[config.mk]
export PLATFORM = sky130hd
export DESIGN_NAME = cache_miss_arbiter
export DESIGN_NICKNAME = d
export VERILOG_FILES = /design/src/rtl/cache_miss_arbiter.sv
export SDC_FILE = /design/constraint.sdc
export NUM_CORES = 1
export LEC_CHECK = 0
export CORE_ASPECT_RATIO = 0.7
export CORE_MARGIN = 4
export CORE_UTILIZATION = 35
export CTS_CLUSTER_DIAMETER = 60
export CTS_CLUSTER_SIZE = 12
export DETAILED_ROUTE_END_ITERATION = 7
export HOLD_SLACK_MARGIN = 0.1
export PLACE_DENSITY = 0.76
export SLEW_MARGIN = 5
export SYNTH_ARGS = -nofsm -noshare
export SYNTH_HDL_FRONTEND = slang
export SYNTH_SLANG_ARGS = --single-unit
[constraint.sdc]
create_clock -name clk -period 4.9 [get_ports clk]
set_input_delay 0.98 -clock clk [delete_from_list [all_inputs] [get_ports clk]]
set_output_delay 0.98 -clock clk [all_outputs]
set_load 0.05 [all_outputs]
[src/rtl/cache_miss_arbiter.sv]
// Shared memory-port miss controller for I/D caches: grants one miss, issues block reads, routes fills.
// Optional macro ROUND_ROBIN_EN alternates tie priority; otherwise D-cache always wins ties.
module cache_miss_arbiter #(
  parameter int WORDS_PER_BLOCK = 2,
  parameter int CNT_W           = 2
) (
  input  logic        clk,
  input  logic        rst,
  input  logic        icache_miss,
  input  logic [15:0] icache_miss_addr,
  input  logic        dcache_miss,
  input  logic [15:0] dcache_miss_addr,
  input  logic        mem_data_valid,
  input  logic [15:0] mem_data_out,
  output logic        mem_en,
  output logic [15:0] mem_addr,
  output logic [15:0] fill_addr,
  output logic [15:0] fill_data,
  output logic        icache_fill_wen,
  output logic        dcache_fill_wen,
  output logic        icache_tag_wen,
  output logic        dcache_tag_wen,
  output logic        icache_fill_done,
  output logic        dcache_fill_done,
  output logic        busy
);

  typedef enum logic [1:0] {S_IDLE, S_ISSUE, S_WAIT, S_DONE} state_t;

  localparam logic [CNT_W-1:0] LAST = CNT_W'(WORDS_PER_BLOCK - 1);

  state_t           r_state;
  state_t           w_next;
  logic             r_grant_d;
  logic [15:0]      r_base;
  logic [CNT_W-1:0] r_issue_cnt;
  logic [CNT_W-1:0] r_ret_cnt;
  logic             w_favor_i;
  logic             w_any_miss;
  logic             w_grant_d;
  logic             w_ret;
  logic             w_ret_last;
  logic             w_issue_last;

  function automatic logic [15:0] word_addr(input logic [15:0] base, input logic [CNT_W-1:0] k);
    word_addr = base + ({{(16-CNT_W){1'b0}}, k} << 1);
  endfunction

  assign w_any_miss   = icache_miss | dcache_miss;
  assign w_grant_d    = dcache_miss & (~icache_miss | ~w_favor_i);
  // Returns only count while a fill is in flight; stray data in IDLE/DONE is dropped.
  assign w_ret        = mem_data_valid & ((r_state == S_ISSUE) | (r_state == S_WAIT));
  assign w_ret_last   = w_ret & (r_ret_cnt == LAST);
  assign w_issue_last = (r_state == S_ISSUE) & (r_issue_cnt == LAST);

`ifdef ROUND_ROBIN_EN
  logic r_favor_i;
  always_ff @(posedge clk) begin
    if (rst) begin
      r_favor_i <= 1'b0;
    end else if (r_state == S_DONE) begin
      r_favor_i <= r_grant_d;
    end
  end
  assign w_favor_i = r_favor_i;
`else
  assign w_favor_i = 1'b0;
`endif

  always_ff @(posedge clk) begin
    if (rst) begin
      r_state     <= S_IDLE;
      r_grant_d   <= 1'b0;
      r_issue_cnt <= '0;
      r_ret_cnt   <= '0;
    end else begin
      r_state <= w_next;
      if (r_state == S_IDLE) begin
        r_issue_cnt <= '0;
        r_ret_cnt   <= '0;
        if (w_any_miss) r_grant_d <= w_grant_d;
      end else begin
        if (r_state == S_ISSUE) r_issue_cnt <= r_issue_cnt + CNT_W'(1);
        if (w_ret)              r_ret_cnt   <= r_ret_cnt + CNT_W'(1);
      end
    end
  end

  // Block base is datapath only; it is never observed outside a granted fill.
  always_ff @(posedge clk) begin
    if (r_state == S_IDLE && w_any_miss) begin
      r_base <= (w_grant_d ? dcache_miss_addr : icache_miss_addr) & 16'hFFFC;
    end
  end

  always_comb begin
    w_next = r_state;
    case (r_state)
      S_IDLE:  if (w_any_miss) w_next = S_ISSUE;
      S_ISSUE: if (w_issue_last) w_next = w_ret_last ? S_DONE : S_WAIT;
      S_WAIT:  if (w_ret_last) w_next = S_DONE;
      S_DONE:  w_next = S_IDLE;
      default: w_next = S_IDLE;
    endcase
  end

  always_comb begin
    mem_en           = 1'b0;
    mem_addr         = '0;
    fill_addr        = '0;
    fill_data        = '0;
    icache_fill_wen  = 1'b0;
    dcache_fill_wen  = 1'b0;
    icache_tag_wen   = 1'b0;
    dcache_tag_wen   = 1'b0;
    icache_fill_done = 1'b0;
    dcache_fill_done = 1'b0;
    busy             = (r_state != S_IDLE);
    if (r_state == S_ISSUE) begin
      mem_en   = 1'b1;
      mem_addr = word_addr(r_base, r_issue_cnt);
    end
    if (w_ret) begin
      fill_addr       = word_addr(r_base, r_ret_cnt);
      fill_data       = mem_data_out;
      icache_fill_wen = ~r_grant_d;
      dcache_fill_wen = r_grant_d;
    end
    if (r_state == S_DONE) begin
      icache_tag_wen   = ~r_grant_d;
      dcache_tag_wen   = r_grant_d;
      icache_fill_done = ~r_grant_d;
      dcache_fill_done = r_grant_d;
    end
  end

endmodule

* Word level (Yosys, flattened, before mapping) *
Cells that the tools add are included.

storage, ports and cells
  register bits = 21
  logic and storage cells = 43

operators by class
  add/subtract/negate cells = 4
  equality and inequality tests = 8
  muxes and demuxes = 14
  bitwise logic cells = 6
  reduce and logical (&&, ||, !) cells = 6

operators with widths
  operator                                                          count
  16-bit 2-to-1 mux                                                 4
  16-bit by 3-bit adder with 16-bit output                          2
  2-bit case mux with 4 select lines                                1
  2-bit by 1-bit == test with 1-bit output (second input constant)  3
  1-bit 2-to-1 mux                                                  6
  2-bit 2-to-1 mux                                                  3
  2-bit != test (second input constant)                             3
  2-bit by 1-bit adder with 2-bit output (second input constant)    2
  2-bit == test (second input constant)                             2
  1-bit AND                                                         3
  3-bit AND reduction                                               1
  2-bit zero test                                                   1
  1-bit OR                                                          2
  2-bit AND reduction                                               1
  2-bit nonzero test                                                1
  2-bit OR reduction                                                1
  1-bit logical AND                                                 1
  1-bit inverter                                                    1

* Longest topological paths before layout *
Gate-level depths: netlist (run 1).

  word-level depth = 7
  mapped depth = 6
  gate-level depth less buffers = 6

* Worst setup path after synthesis (run 1) *
Ideal clock, no wire load.

  kind = flip-flop to output port
  start = reg r_state[1]
  end = out mem_addr[15]
  arrival = 2.606 ns
  slack = 1.314 ns
  stages on the path, launching flop included = 5
  buffers on the path = 0
  cells stage by stage = dfxtp_1 -> inv_1 -> ha_1 -> nand2b_1 -> o41ai_1

between the ends
  longest elaborated chain between the ends = 2

ends and longest elaborated chain
  what                                      line  source
  start, declared                           32    state_t r_state;
  start signal, assigned                    77    r_state <= w_next;
  2-bit by 1-bit == test with 1-bit output  119   if (r_state == S_ISSUE) begin
  16-bit 2-to-1 mux                         119
  end, declared                             16    output logic [15:0] mem_addr,

No other way between the ends.

* Worst setup path in the final report (run 1) *
  start = in mem_data_valid
  end = out fill_addr[14]

between the ends
  longest elaborated chain between the ends = 2

ends and longest elaborated chain
  what               line  source
  start, declared    13    input logic mem_data_valid,
  1-bit AND          52    assign w_ret = mem_data_valid & ((r_state == S_ISSUE) | (r_state == S_WAIT));
  16-bit 2-to-1 mux  123   if (w_ret) begin
  end, declared      17    output logic [15:0] fill_addr,

No other way between the ends.

==> metrics, run 1 <==
status=finished, final reports clean; Synth cell types=34; drt first pass iters=4; Placed Cells=between 300 and 400; pwr/cell area=545 mW/mm2; total gr overflow=0; sequential-to-total area share from yosys stat=between 30% and 40%; first-pass GRT wire length=8050 um; CTS tree=done; maximum clock rate=~0.25 GHz; Final Hold Fails=0; RSZ-0062 raised after global routing=no; Die Y=between 60 and 70 um; power share of the sequential group=approximately 22%; post-DR wirelength/cell=about 14 um; Synth Flop Type=edfxtp_1; Post-Synthesis Cells=206; footprint of the multi-input gates=~0.0011 mm2; fraction of layout instances using a drive strength above 1=under 10%; Max clock buf depth=2; clk_lat worst skew=0.25 ns; actual slew at the worst max-slew pin=1.04 ns; Post-synth EDFFs=14; leading area contributor after synthesis=edfxtp_1; die width=94.2 um; Yosys reg bits=21; Sequential Area=approximately 560 um2; Fin Setup TNS=0 ns; class of the worst hold path=reg2reg; Critical Path RT=roughly 3.9 ns; clk root buf=clkbuf_8; clock power share=approximately 7%; slowest CP cell=clkdlybuf4s50_1; Worst setup EP type=output pin; layout net count=roughly 360; Max Cap Violations=0; n_diodes=0; Setup Crit Path Kind=in2out; Synth async-reset ratio=0%; Yosys Warn Count=0; FP Rows=21; DR vias/cell=about 4.8; switching part of the total=54.9%; Synth top area share=23.1%; sw power=0.861 mW; count of pins over their slew limit=0; Num CTS Buffers=3; Critical Path AT=roughly 3.1 ns; minimum clock period=~4.1 ns; Setup Skew=about 0.0044 ns; crit share post-route=roughly 83%; initial antenna violation count=0; CP cell instances=clkdlybuf4s50_1, buf_4, nand2_1, nor2_1, clkdlybuf4s50_1; # IOs=roughly 110; DR iter-0 viols=114; vias in the first global route=1695; Int Pwr=roughly 0.71 mW; H-tree Lvls=1; Slew Limit Headroom=30.7%; nature of the critical path startpoint=primary input; core area=~0.005 mm2; largest cells by area after synthesis=edfxtp_1 (23%), mux2_2 (8.7%), and3_1 (7.9%); largest net degree at the start of global routing=25; CP max stage delay=between 0.8 and 0.9 ns; synthesized area=between 0.0015 and 0.002 mm2; area delta synth->final=58.0%; # port buffers=approximately 100; cell repeated most along the worst path=clkdlybuf4s50_1; GR Util All Layers=approximately 16%; CTS Hold Bufs=0; Final GP Congestion=about 0.8; Vias=1755; post-DP HPWL=4130 um; Initial Utilization=roughly 37%; drc violations=0; Setup Buffers After CTS=0; clock transition at the registers of the reported paths=about 0.07 ns; setup violators final=0; Worst Path Max Fanout=23; leakage=1.08 nW; Synth top cells by count=and3_1 (23), nor2_1 (19), and2_1 (16), xnor2_1 (16); post-route ant nets=0; die area=between 0.006 and 0.007 mm2; fin cells=about 360; Clock Sinks=21; Layout fillers=~430; most numerous cell in the Yosys netlist=and3_1; peak supply drop=just under 0.0003 V; logic gate share of total power=70.7%; Mean Syn Cell Area=8.83 um2; WL final=5010 um; CTS resizes=0
-- flip-flops by register name (all words and copies together), names as in the netlist --
signal,flops
r_base,14
r_grant_d,1
r_issue_cnt,2
r_ret_cnt,2
r_state,2
-- stage by stage --
stage	utilization, %	hold WS (ns)	area [um2]	power (mW)	setup slack (ns)
final	58.5	0.544	2880	1.57	0.832
after CTS	58.5	0.545	2880	1.58	0.826
after global routing	58.5	0.582	2880	1.67	0.655
after floorplan	-	0.503	1820	1.12	1.31
after detailed placement	57.6	0.530	2830	1.47	0.827
after global placement	57.6	0.533	2830	1.46	0.889
-- worst max-delay path: cells and delay by family --
kind                   cells  cell delay, ns
buffers and inverters      3            1.49
AND/OR/NAND/NOR            2            0.60
-- layout by cell type (no fill, tap or decap), drive strengths merged --
| cell type | synthesis | layout |
|---|---|---|
| clkdlybuf4s50 | 0 | 102 |
| and3 | 23 | 23 |
| nor2 | 20 | 20 |
| and2 | 16 | 16 |
| xnor2 | 16 | 16 |
| mux2 | 14 | 14 |
| edfxtp | 14 | 14 |
| nand3 | 10 | 10 |
| xor2 | 10 | 10 |
| ha | 10 | 10 |
| nand4 | 9 | 9 |
| inv | 8 | 8 |
| dfxtp | 7 | 7 |
| nand2 | 5 | 5 |
| nor4 | 5 | 5 |
| nor3 | 4 | 4 |
| clkbuf | 9 | 4 |
| nor2b | 2 | 2 |
| conb | 1 | 2 |
| and4 | 1 | 1 |
| nand2b | 1 | 1 |
| o311ai | 1 | 1 |
| o41ai | 1 | 1 |
| a222oi | 1 | 1 |
| a311oi | 1 | 1 |
| o21ai | 1 | 1 |
| a221oi | 1 | 1 |
| mux2i | 1 | 1 |
| a22oi | 1 | 1 |
| a2111oi | 1 | 1 |
| a21oi | 1 | 1 |
| buf | 11 | 1 |
-- path summary, 6_finish.rpt --
check            startpoint  slack (ns)  depth (start not counted)       endpoint
min reg2reg    r_ret_cnt[1]        0.54                          2   r_ret_cnt[1]
max          mem_data_valid        0.83                          5  fill_addr[14]
min            r_ret_cnt[1]        0.54                          2   r_ret_cnt[1]
max reg2reg      r_state[1]        2.75                          6     r_state[0]
-- routing by layer --
metal	up-vias	GRT usage [%]	part of all wire, %
met2	78	26.6	45
li1	895	-	-
met1	776	20.9	45
met3	6	3.63	9.6
met5	-	0	0
met4	0	3.60	0.78
-- area by class of cell --
cell class,instances,share of cell area [%]
Multi-Input combinational cell,158,39.1
Sequential cell,21,19.5
Tap cell,69,3.00
Inverter,8,1.04
Clock buffer,4,1.57
Timing Repair Buffer,103,35.8
-- power groups by stage --
| stage | Clock, mW | Combinational [mW] | Sequential (mW) |
|---|---|---|---|
| finish | 0.108 | 1.11 | 0.352 |
| global route | 0.120 | 1.18 | 0.363 |
| CTS | 0.110 | 1.12 | 0.350 |
| detailed placement | 0 | 1.12 | 0.354 |
| global placement | 0 | 1.11 | 0.350 |
| floorplan | 0 | 0.816 | 0.304 |
-- logic make-up (layout without fill, tap and decap cells) --
kind of cell,after synthesis,count (layout),synth area share [%]
and+or+nand+nor,96,96,28.9
xor gates and xnor gates,26,26,12.5
other,1,2,0.206
AOI/OAI and AO/OA,9,9,3.92
DFF,21,21,30.8
muxes,15,15,9.22
adders and majority gates,10,10,6.88
buffers and inverters,28,115,7.57
No activity file was read; power rests on OpenSTA's default activity.
==> run 2, diff against run 1 <==
--- a/config.mk
+++ b/config.mk
@@ -7,12 +7,12 @@
 export LEC_CHECK = 0
 export CORE_ASPECT_RATIO = 0.7
 export CORE_MARGIN = 4
-export CORE_UTILIZATION = 35
+export CORE_UTILIZATION = 34
 export CTS_CLUSTER_DIAMETER = 60
 export CTS_CLUSTER_SIZE = 12
 export DETAILED_ROUTE_END_ITERATION = 7
 export HOLD_SLACK_MARGIN = 0.1
-export PLACE_DENSITY = 0.76
+export PLACE_DENSITY = 0.77
 export SLEW_MARGIN = 5
 export SYNTH_ARGS = -nofsm -noshare
 export SYNTH_HDL_FRONTEND = slang
==> constraint.sdc (replaced) <==
create_clock -name clk -period 3.43 [get_ports clk]
set_input_delay 0.686 -clock clk [delete_from_list [all_inputs] [get_ports clk]]
set_output_delay 0.686 -clock clk [all_outputs]
set_load 0.05 [all_outputs]
==> metrics, run 2 (same netlist as run 1, synthesis figures left out) <==
DR iter-0 viols=140; H-tree Lvls=1; nature of the critical path startpoint=flip-flop; Setup Skew=0.00503 ns; die area=0.00660 mm2; fraction of layout instances using a drive strength above 1=19.1%; CP max stage delay=0.80 ns; Layout fillers=~420; commonest non-fill, non-tap cell in the layout=clkdlybuf4s50_1; Setup Buffers After CTS=0; n_diodes=0; Worst Path Max Fanout=7; Metal-1 WL=~2200 um; Worst setup EP type=output pin; Max Cap Violations=0; first-pass GRT wire length=slightly above 8000 um; Critical Path AT=~2.6 ns; Clock Sinks=21; minimum clock period=3.25 ns; core area=0.00497 mm2; Die Y=approximately 69 um; actual slew at the worst max-slew pin=~0.53 ns; leakage=1.20 nW; CTS tree=done; count of pins over their slew limit=0; drt first pass iters=6; met3 wire len=558 um; WL final=between 4000 and 5000 um; clk_lat worst skew=0.26 ns; # IOs=about 110; CP top delay family=simple AND/OR/NAND/NOR gates; Fin Setup TNS=0 ns; Max clock buf depth=2; setup violators final=0; CP Buf/Inv Count=1; die width=95.4 um; peak supply drop=roughly 0.0004 V; initial antenna violation count=0; class of the worst hold path=reg2reg; Final Hold Fails=0; Setup WS post-layout=between 0.15 and 0.2 ns; drc violations=0; CP cell instances=nand4_1, nor4_1, xor2_1, and2_1, clkdlybuf4s50_1; Critical Path RT=2.74 ns; max reg flops=14; total gr overflow=0; CTS resizes=0; GR Util All Layers=about 15%; pwr/cell area=slightly below 800 mW/mm2; Setup Crit Path Kind=reg2out; area delta synth->final=64.5%; post-route ant nets=0; most frequent cells in the layout=clkdlybuf4s50_1 (69), buf_4 (26), and3_1 (23); Vias=between 1500 and 2000; Setup WS pre-CTS=approximately 0.5 ns; FP Rows=21; metal2 WL=about 2100 um; clock transition at the registers of the reported paths=roughly 0.070 ns; CTS Hold Bufs=0; post-DR wirelength/cell=around 14 um; maximum clock rate=0.307 GHz; highest routed layer=met4; status=finished, final reports clean; slowest CP cell=clkdlybuf4s50_1; crit share post-route=94.8%; largest net degree at the start of global routing=24; Num CTS Buffers=3; Largest Register=r_base; clk root buf=clkbuf_8; layout net count=between 300 and 400; Initial Utilization=36.6%; # port buffers=a little over 100; Slew Limit Headroom=between 60 and 70%; Final GP Congestion=between 0.8 and 0.9; vias in the first global route=between 1500 and 2000; RSZ-0062 raised after global routing=no; DR vias/cell=around 4.9; post-DP HPWL=a little over 4000 um; fin util=approximately 60%
==> run 2: changes by cell type in the layout (fill, tap and decap cells not counted), sizes merged <==
| cell | delta |
|---|---|
| clkdlybuf4s50 | -33 |
| buf | +38 |
==> run 2: worst register-to-register path: stages (launching register included) <==
cell and delay [ns]:
dfxtp_1 0.38, inv_1 0.10, ha_1 0.30, buf_4 0.21, nand3_1 0.11, a222oi_1 0.43, o21ai_1 0.15, a221oi_1 0.25
==> run 2: per-layer routing <==
layer / track usage (%) / up-vias
li1: - / 904
met1: 19.8 / 797
met2: 23.5 / 82
met3: 4.12 / 7
met4: 5.21 / 0
met5: 0 / -
==> run 2: through the flow <==
step | cells | cell area, um2 | hold slack [ns] | power (mW)
3_5_place_dp | 364 | 2950 | 0.532 | 2.23
5_1_grt | 368 | 2990 | 0.584 | 2.52
6_report | 368 | 2990 | 0.538 | 2.38
2_1_floorplan | 207 | 1820 | 0.503 | 1.60
4_1_cts | 368 | 2990 | 0.543 | 2.40
3_3_place_gp | 364 | 2950 | 0.527 | 2.21
==> run 2: report_power, final <==
| part | internal, mW | switching (mW) |
|---|---|---|
| logic | 0.654 | 1.07 |
| clock network | 0.0827 | 0.0749 |
| registers | 0.375 | 0.117 |
| total | 1.11 | 1.26 |
==> run 2: cell type report <==
type	count	area, um2	share of cell area, %
clock buffers	4	45.0	1.51
repair buffers	108	1150	38.3
inverters	8	30.0	1.00
flip-flops and latches	21	561	18.7
multi-input cells	158	1120	37.6
well taps	69	86.3	2.88
==> run 2: final timing paths <==
check | from | end | slack [ns] | depth (start not counted)
worst max-delay path | r_base[10] | mem_addr[14] | 0.18 | 5
worst min-delay path | r_ret_cnt[1] | r_ret_cnt[1] | 0.54 | 2
worst max register to register | r_state[0] | r_state[0] | 1.41 | 7
worst min register to register | r_ret_cnt[1] | r_ret_cnt[1] | 0.54 | 2
